### config.mk
export PLATFORM = sky130hd
export DESIGN_NAME = til305_scroll_sequencer
export DESIGN_NICKNAME = d
export VERILOG_FILES = /design/src/rtl/til305_scroll_sequencer.sv
export SDC_FILE = /design/constraint.sdc
export NUM_CORES = 1
export LEC_CHECK = 0
export CORE_MARGIN = 1
export CORE_UTILIZATION = 38
export CTS_CLUSTER_SIZE = 16
export DETAILED_ROUTE_END_ITERATION = 6
export HOLD_SLACK_MARGIN = 0.05
export PLACE_DENSITY = 0.65
export SYNTH_ARGS = -nofsm -noshare
export SYNTH_HDL_FRONTEND = slang
export SYNTH_SLANG_ARGS = --single-unit
### constraint.sdc
create_clock -name CLK -period 6.7 [get_ports CLK]
set_input_delay 1.005 -clock CLK [delete_from_list [all_inputs] [get_ports CLK]]
set_output_delay 1.005 -clock CLK [all_outputs]
set_load 0.01 [all_outputs]
### src/rtl/til305_scroll_sequencer.sv
// Two-digit BCD counter with a vertical scroll sequencer for the TIL305 display.
// Single clock, prescaler-generated step enable; feeds the row-scan stage.
module til305_scroll_sequencer #(
    parameter int unsigned STEP_DIV     = 1500000,
    parameter int unsigned SCROLL_STEPS = 6,
    parameter int unsigned HOLD_STEPS   = 2
) (
    input  logic       CLK,
    input  logic       RST,
    input  logic       EN,
    input  logic       LOAD,
    input  logic [3:0] LOAD_TENS,
    input  logic [3:0] LOAD_UNITS,
    output logic [3:0] TENS,
    output logic [3:0] UNITS,
    output logic [2:0] SCR_TENS,
    output logic [2:0] SCR_UNITS,
    output logic [5:0] TENS_BASE,
    output logic [5:0] UNITS_BASE,
    output logic       STEP,
    output logic       WRAP
);

    localparam int unsigned PW = $clog2(STEP_DIV);
    localparam int unsigned HW = (HOLD_STEPS > 1) ? $clog2(HOLD_STEPS) : 1;

    localparam logic [PW-1:0] PRESC_MAX = PW'(STEP_DIV - 1);
    localparam logic [PW-1:0] PRESC_ONE = PW'(1);
    localparam logic [HW-1:0] HOLD_MAX  = HW'(HOLD_STEPS - 1);
    localparam logic [HW-1:0] HOLD_ONE  = HW'(1);
    localparam logic [2:0]    SCR_MAX   = 3'(SCROLL_STEPS - 1);
    localparam logic [5:0]    ROWS      = 6'(SCROLL_STEPS);

    typedef enum logic {
        ST_HOLD,
        ST_SCROLL
    } state_t;

    state_t        state_q, state_d;
    logic [PW-1:0] presc_q, presc_d;
    logic [HW-1:0] hold_q, hold_d;
    logic [3:0]    tens_q, tens_d;
    logic [3:0]    units_q, units_d;
    logic [2:0]    scr_t_q, scr_t_d;
    logic [2:0]    scr_u_q, scr_u_d;
    logic          step_q, step_d;
    logic          wrap_q, wrap_d;

    logic step_fire;
    logic hold_last;
    logic scr_last;
    logic units9;
    logic tens9;

    function automatic logic [3:0] clamp9(input logic [3:0] v);
        return (v > 4'd9) ? 4'd9 : v;
    endfunction

    assign step_fire = EN && (presc_q == PRESC_MAX);
    assign hold_last = (hold_q == HOLD_MAX);
    assign scr_last  = (scr_u_q == SCR_MAX);
    assign units9    = (units_q == 4'd9);
    assign tens9     = (tens_q == 4'd9);

    always_ff @(posedge CLK or posedge RST) begin
        if (RST) begin
            state_q <= ST_HOLD;
            presc_q <= '0;
            hold_q  <= '0;
            tens_q  <= '0;
            units_q <= '0;
            scr_t_q <= '0;
            scr_u_q <= '0;
            step_q  <= 1'b0;
            wrap_q  <= 1'b0;
        end else begin
            state_q <= state_d;
            presc_q <= presc_d;
            hold_q  <= hold_d;
            tens_q  <= tens_d;
            units_q <= units_d;
            scr_t_q <= scr_t_d;
            scr_u_q <= scr_u_d;
            step_q  <= step_d;
            wrap_q  <= wrap_d;
        end
    end

    always_comb begin
        state_d = state_q;
        if (LOAD) begin
            state_d = ST_HOLD;
        end else if (step_fire) begin
            case (state_q)
                ST_HOLD:   if (hold_last) state_d = ST_SCROLL;
                ST_SCROLL: if (scr_last) state_d = ST_HOLD;
                default:   state_d = ST_HOLD;
            endcase
        end
    end

    always_comb begin
        presc_d = presc_q;
        hold_d  = hold_q;
        tens_d  = tens_q;
        units_d = units_q;
        scr_t_d = scr_t_q;
        scr_u_d = scr_u_q;
        step_d  = 1'b0;
        wrap_d  = 1'b0;
        if (LOAD) begin
            presc_d = '0;
            hold_d  = '0;
            tens_d  = clamp9(LOAD_TENS);
            units_d = clamp9(LOAD_UNITS);
            scr_t_d = '0;
            scr_u_d = '0;
        end else if (EN) begin
            presc_d = step_fire ? '0 : presc_q + PRESC_ONE;
            if (step_fire) begin
                step_d = 1'b1;
                case (state_q)
                    ST_HOLD: begin
                        if (hold_last) begin
                            hold_d  = '0;
                            scr_u_d = 3'd1;
                            scr_t_d = units9 ? 3'd1 : 3'd0;
                        end else begin
                            hold_d = hold_q + HOLD_ONE;
                        end
                    end
                    ST_SCROLL: begin
                        if (scr_last) begin
                            // commit: scroll finished, advance the count
                            scr_u_d = '0;
                            scr_t_d = '0;
                            if (units9) begin
                                units_d = '0;
                                if (tens9) begin
                                    tens_d = '0;
                                    wrap_d = 1'b1;
                                end else begin
                                    tens_d = tens_q + 4'd1;
                                end
                            end else begin
                                units_d = units_q + 4'd1;
                            end
                        end else begin
                            scr_u_d = scr_u_q + 3'd1;
                            if (units9) scr_t_d = scr_t_q + 3'd1;
                        end
                    end
                    default: ;
                endcase
            end
        end
    end

    assign TENS       = tens_q;
    assign UNITS      = units_q;
    assign SCR_TENS   = scr_t_q;
    assign SCR_UNITS  = scr_u_q;
    assign STEP       = step_q;
    assign WRAP       = wrap_q;
    assign TENS_BASE  = {2'b00, tens_q} * ROWS + {3'b000, scr_t_q};
    assign UNITS_BASE = {2'b00, units_q} * ROWS + {3'b000, scr_u_q};

endmodule

==> results of run 1 <==
==> logic make-up after synthesis <==
group                      after synthesis
AOI/OAI and AO/OA                       67
buffers and inverters                   35
DFF                                     39
xor gates and xnor gates                21
and+or+nand+nor                        134
adders and majority gates               20
==> final timing paths <==
kind | from | end | slack (ns) | cells past startpoint
hold reg to reg | presc_q[6] | presc_q[6] | 0.59 | 2
setup reg to reg | presc_q[10] | presc_q[15] | 4.09 | 4
max in group asynchronous | RST | presc_q[1] | 5.21 | 3
min in group asynchronous | RST | TENS[1] | 1.14 | 3
setup / recovery | UNITS[0] | UNITS_BASE[5] | 2.95 | 7
hold / removal | presc_q[6] | presc_q[6] | 0.59 | 2
==> layout make-up <==
cell class	instances	area (µm²)
inverter	15	56.3
multi-input combinational	242	1680
timing repair buffer	40	398
clock inverter	3	15.0
sequential	39	976
fill	694	3670
clock buffer	5	68.8
tap	96	120
==> layer usage <==
metal | vias to the layer above | GRT usage | routed length [µm]
met4 | 0 | 0.0537 | 40
met3 | 4 | 0.0302 | 336
met5 | - | 0 | 0
li1 | 1233 | - | -
met2 | 77 | 0.303 | 3130
met1 | 1229 | 0.256 | 3140
==> flip-flops by register name, summed over array words and instances (netlist names) <==
| register | count |
|---|---|
| UNITS | 4 |
| presc_q | 21 |
| hold_last | 1 |
| state_q | 1 |
| STEP | 1 |
| WRAP | 1 |
| SCR_TENS | 3 |
| TENS | 4 |
| SCR_UNITS | 3 |
==> synthesized netlist by cell type, drive strengths merged (3+ instances only) <==
cell / count
or3: 4
o41ai: 6
nor2: 31
xor2: 6
ha: 16
buf: 6
nor4: 9
nand3: 13
clkbuf: 14
fa: 4
nor2b: 5
a31oi: 7
nand4: 8
xnor2: 15
o21ai: 6
a21oi: 19
nand3b: 3
o211ai: 5
dfrtp: 39
nand4b: 4
o31ai: 10
inv: 14
or4: 12
nand2: 21
nor3b: 5
nor3: 5
==> per-stage QoR <==
step / setup WS (ns) / area, µm²
2_1_floorplan: 3.79 / 2810
3_3_place_gp: 3.14 / 3230
3_5_place_dp: 3.07 / 3230
4_1_cts: 2.92 / 3320
5_1_grt: 2.73 / 3320
6_report: 2.95 / 3320
==> cells in the final DEF (no fill, tap or decap), drive strengths merged, types with 2 or more instances in the layout <==
cell,netlist,routed
and2,2,2
nand2,21,21
xor2,6,6
clkdlybuf4s50,0,39
xnor2,15,15
fa,4,4
ha,16,16
clkinv,1,4
a21oi,19,19
a21o,2,2
clkbuf,14,5
o41ai,6,6
nand4b,4,4
dfrtp,39,39
nand4,8,8
o21ai,6,6
nor2b,5,5
nor2,31,31
nand2b,2,2
nand3,13,13
nor3b,5,5
nand3b,3,3
and4,2,2
o31ai,10,10
inv,14,14
nor4,9,9
a31oi,7,7
o211ai,5,5
or2,2,2
nor3,5,5
and3,2,2
o32a,2,2
or3,4,4
or4,12,12
==> worst register-to-register path, stage by stage (launching register included) <==
cell and delay, ns:
dfrtp_1 0.44, or4_4 0.56, or4_4 0.62, o21ai_2 0.64, o21ai_0 0.20
==> power breakdown <==
part,switching (mW),leakage (nW),total [mW],internal [mW]
combinational,0.0603,0.665,0.124,0.0636
clock,0.0822,0.0477,0.153,0.0713
sequential,0.00994,0.525,0.250,0.240
==> results_dict.tcl, run 1 <==
set metrics [dict create \
    drc 0 \
    rsz0062_at_grt "false" \
    hold-worst-slack_ns 0.587 \
    synth_area_per_cell_um2 8.88 \
    cp_top_family "adder cells" \
    synth-compound-area-share 0.165 \
    antenna_found_initial 0 \
    cp.required_ns 5.69 \
    place_hpwl_um 4880 \
    root_buffer "clkbuf_8" \
    clkTransAtPathRegs_ns 0.08 \
    htree_levels 2 \
    hold_viol 0 \
    critical_path_class "register to output port" \
    ys.flop_type "dfrtp_1" \
    gp_congestion 0.812 \
    track_usage 0.186 \
    vdd_drop_max_uv 106 \
    clk_latency_ns 0.29 \
    syn_area_um2 2810 \
    synth_top_area_frac 0.348 \
    synth_fp_nets 348 \
    start_util 0.402 \
    finalSetupTns_ns 0 \
    num_vias 2543 \
    slew-limit-headroom 0.472 \
    first_pass_iters 4 \
    synth-seq-cells 39 \
    power_leakage_nw 1.24 \
    crit_arrival_ns 2.75 \
    crit_top_cell "xnor2_1" \
    cts_tree "yes" \
    max-cap-violations 0 \
    stdcell_count 440 \
    grt_pass1_vias 2413 \
    synth_mux_area_frac 0 \
    drt-wirelength-per-cell_um 15.1 \
    cts_buffers 5 \
    path_cells "ha_1 > fa_1 > xnor2_1 > nand3_1 > xnor2_1 > xnor2_1 > clkdlybuf4s50_1" \
    fin_crit_sh 0.560 \
    dp_cells 432 \
    std_cell_rows 30 \
    start_kind "register" \
    antenna_left 0 \
    worstPathMaxFanout 8 \
    critical-path-slowest-cell "clkdlybuf4s50_1" \
    hp-class "register to register" \
    period_minus_slack_ns 3.75 \
    synth_edf_count 0 \
    fin_nets 375 \
    synth_fa_ha_area_frac 0.0999 \
    synth_top_area_cell "dfrtp_1" \
    synth_top_family_by_area "simple AND/OR/NAND/NOR gates" \
    grt_pass1_wl_um 11400 \
    syn2layout_area_growth_pct 18.1 \
    synth_cells 316 \
    finish.utilization 0.475 \
    slowest_delay_ns 0.55 \
    status "complete, no violations" \
    cts-resized-gates 0 \
    ys_types 54 \
    synth_seq_area_share 0.348 \
    setup_viol 0 \
    power_density_nw_per_um2 159 \
    vias_per_cell 5.78 \
    synthArstFlopShare 1.00 \
    yosys.area_share.simple 0.268 \
    die_h_um 87.9 \
    design.die.area_um2 7730 \
    die_w_um 87.9 \
    cts_hold_buf 0 \
    grt_max_degree 40 \
    drive_above_1_share 0.0494 \
    yosysWarningCount 0 \
    io_pins 40 \
    antenna_cells 0 \
    clock_skew_ns 0.00828 \
    worst_pin_slew_ns 0.790 \
    path_buf_inv 1 \
    power_mw 0.528 \
    portBuffers 39 \
    synth.area.top_cells "dfrtp_1 35%, ha_1 7.1%, xnor2_1 4.7%" \
    clock_path_buffers 2 \
    cts_sinks 39 \
    drt_iter0_markers 157 \
    slew_violations 0 \
    end_kind "output port" \
    coreArea_um2 6980 \
    postCtsSetupRepairBufs 0 \
    overflow 0 \
    routed_wl_um 6640 \
    synth-xor-area-share 0.0655 \
    max_freq_mhz 266 \
]
No activity file was read; power rests on OpenSTA's default activity.
==> run 2: changes to the inputs <==
Clock period 6.7 ns to 3.95 ns, I/O delays scaled along.
==> run 2 against run 1 <==
  * Global-route usage is 0.75 points higher
  * Worst setup slack worse by 2.3 ns
  * Non-clock buffer count is 5 higher
  * First-iteration DRC count is 11% higher
  * Total power is 87% higher
  * Clock power is 130% higher
  * Routed wire length is 2.5% higher
  * Sequential cell count stayed put
  * Register-to-register slack worse by 2.6 ns
  * Critical path type unchanged
==> results_dict.tcl, run 2 (synthesis gave the netlist of run 1 again) <==
set metrics [dict create \
    crit_arrival_ns 2.75 \
    cts_tree "yes" \
    hp-class "register to register" \
    setup_viol 0 \
    portBuffers 39 \
    drt_iter0_markers 175 \
    slew-limit-headroom 0.445 \
    period_minus_slack_ns 3.34 \
    end_kind "output port" \
    die_h_um 87.9 \
    slew_violations 0 \
    clkTransAtPathRegs_ns 0.09 \
    worstReg2RegEnd "UNITS[1]" \
    postCtsSetupRepairBufs 0 \
    fin_nets 380 \
    antenna_left 0 \
    clock_path_buffers 2 \
    die_w_um 87.9 \
    std_cell_rows 30 \
    power_density_nw_per_um2 292 \
    use_met3 0.0509 \
    endpoint "TENS_BASE[5]" \
    worstSetupStartpoint "TENS[0]" \
    start_util 0.402 \
    p_clk_frac 0.353 \
    fill_cells 700 \
    largest_reg_flops 21 \
    max_freq_mhz 300 \
    overflow 0 \
    hold_viol 0 \
    ff2ff_setup_slack_ns 1.45 \
    track_usage 0.194 \
    worstRegToRegCells 4 \
    coreArea_um2 6980 \
    worstPathMaxFanout 8 \
    syn2layout_area_growth_pct 20.7 \
    design.die.area_um2 7730 \
    cts_hold_buf 0 \
    num_vias 2505 \
    fin_crit_sh 0.845 \
    clk_latency_ns 0.30 \
    max-cap-violations 0 \
    r2r-start "presc_q[10]" \
    grt_pass1_wl_um 11800 \
    htree_levels 2 \
    power_mw 0.987 \
    pwr-share-seq 0.430 \
    swShare 0.269 \
    cts-resized-gates 0 \
    start_kind "register" \
    status "complete, no violations" \
    finalSetupTns_ns 0 \
    switching_power_mw 0.265 \
    cp.required_ns 3.36 \
    first_pass_iters 4 \
    met1_usage 0.271 \
    top_register "presc_q" \
    grt_util_met2 0.301 \
    root_buffer "clkbuf_8" \
    critical_path_class "register to output port" \
    gp_congestion 0.847 \
    routed_wl_um 6810 \
    grt_pass1_vias 2423 \
    p_int_mw 0.722 \
    power_frac_comb 0.217 \
    vdd_drop_max_uv 179 \
    place_hpwl_um 5020 \
    cts_sinks 39 \
    grt_max_degree 40 \
    antenna_cells 0 \
    io_pins 40 \
    vias_per_cell 5.63 \
    antenna_found_initial 0 \
    worst_pin_slew_ns 0.825 \
    drive_above_1_share 0.0630 \
    drc 0 \
    rsz0062_at_grt "false" \
    clock_skew_ns 0.0164 \
    cts_buffers 5 \
    final_cell_mix "39 x dfrtp_1, 39 x clkdlybuf4s50_1, 31 x nor2_1" \
    hp-start "presc_q[6]" \
    grt-busiest-layer "met2" \
    power_leakage_nw 1.27 \
    drt-wirelength-per-cell_um 15.3 \
]
## run 2: worst max-delay path, cell delays in order, from the launching register on
cell and delay, ns:
dfrtp_1 0.48, ha_1 0.29, fa_1 0.39, xor2_1 0.17, nor3b_1 0.24, xnor2_1 0.16, xor2_1 0.15, clkdlybuf4s50_1 0.54
## run 2: layout make-up
type	instances	area [µm²]	area share
repair buffers	45	435	0.129
clock buffers	6	82.6	0.0244
clock inverters	2	35.0	0.0103
multi-input cells	242	1680	0.496
well taps	96	120	0.0355
inverters	15	56.3	0.0166
flip-flops and latches	39	976	0.288
## run 2: power groups by stage
stage	logic [mW]	registers, mW	clock network, mW
final	0.214	0.424	0.349
after detailed placement	0.216	0.433	0
after global placement	0.214	0.431	0
after global routing	0.239	0.427	0.376
after CTS	0.217	0.424	0.357
after floorplan	0.118	0.432	0
## run 2: how the worst min path moves through the flow
stage / endpoint / depth (start not counted)
global placement: presc_q[6] / 2
detailed placement: presc_q[6] / 2
floorplan: presc_q[11] / 2
CTS: presc_q[6] / 2
finish: presc_q[6] / 2
global route: presc_q[6] / 2
## run 2: routing by layer
layer	part of all wire	routed length [µm]
met5	0	0
met4	0.0075	51
met3	0.055	373
met2	0.46	3100
met1	0.48	3280
## run 2: metrics by stage
stage	std cells	hold WS, ns	utilization	setup slack, ns	cell area, µm²
after CTS	445	0.586	0.485	0.601	3390
after detailed placement	437	0.566	0.468	0.941	3270
after global routing	445	0.610	0.485	0.469	3390
after floorplan	316	0.531	-	1.45	2810
final	445	0.588	0.485	0.612	3390
after global placement	437	0.563	0.468	0.965	3270
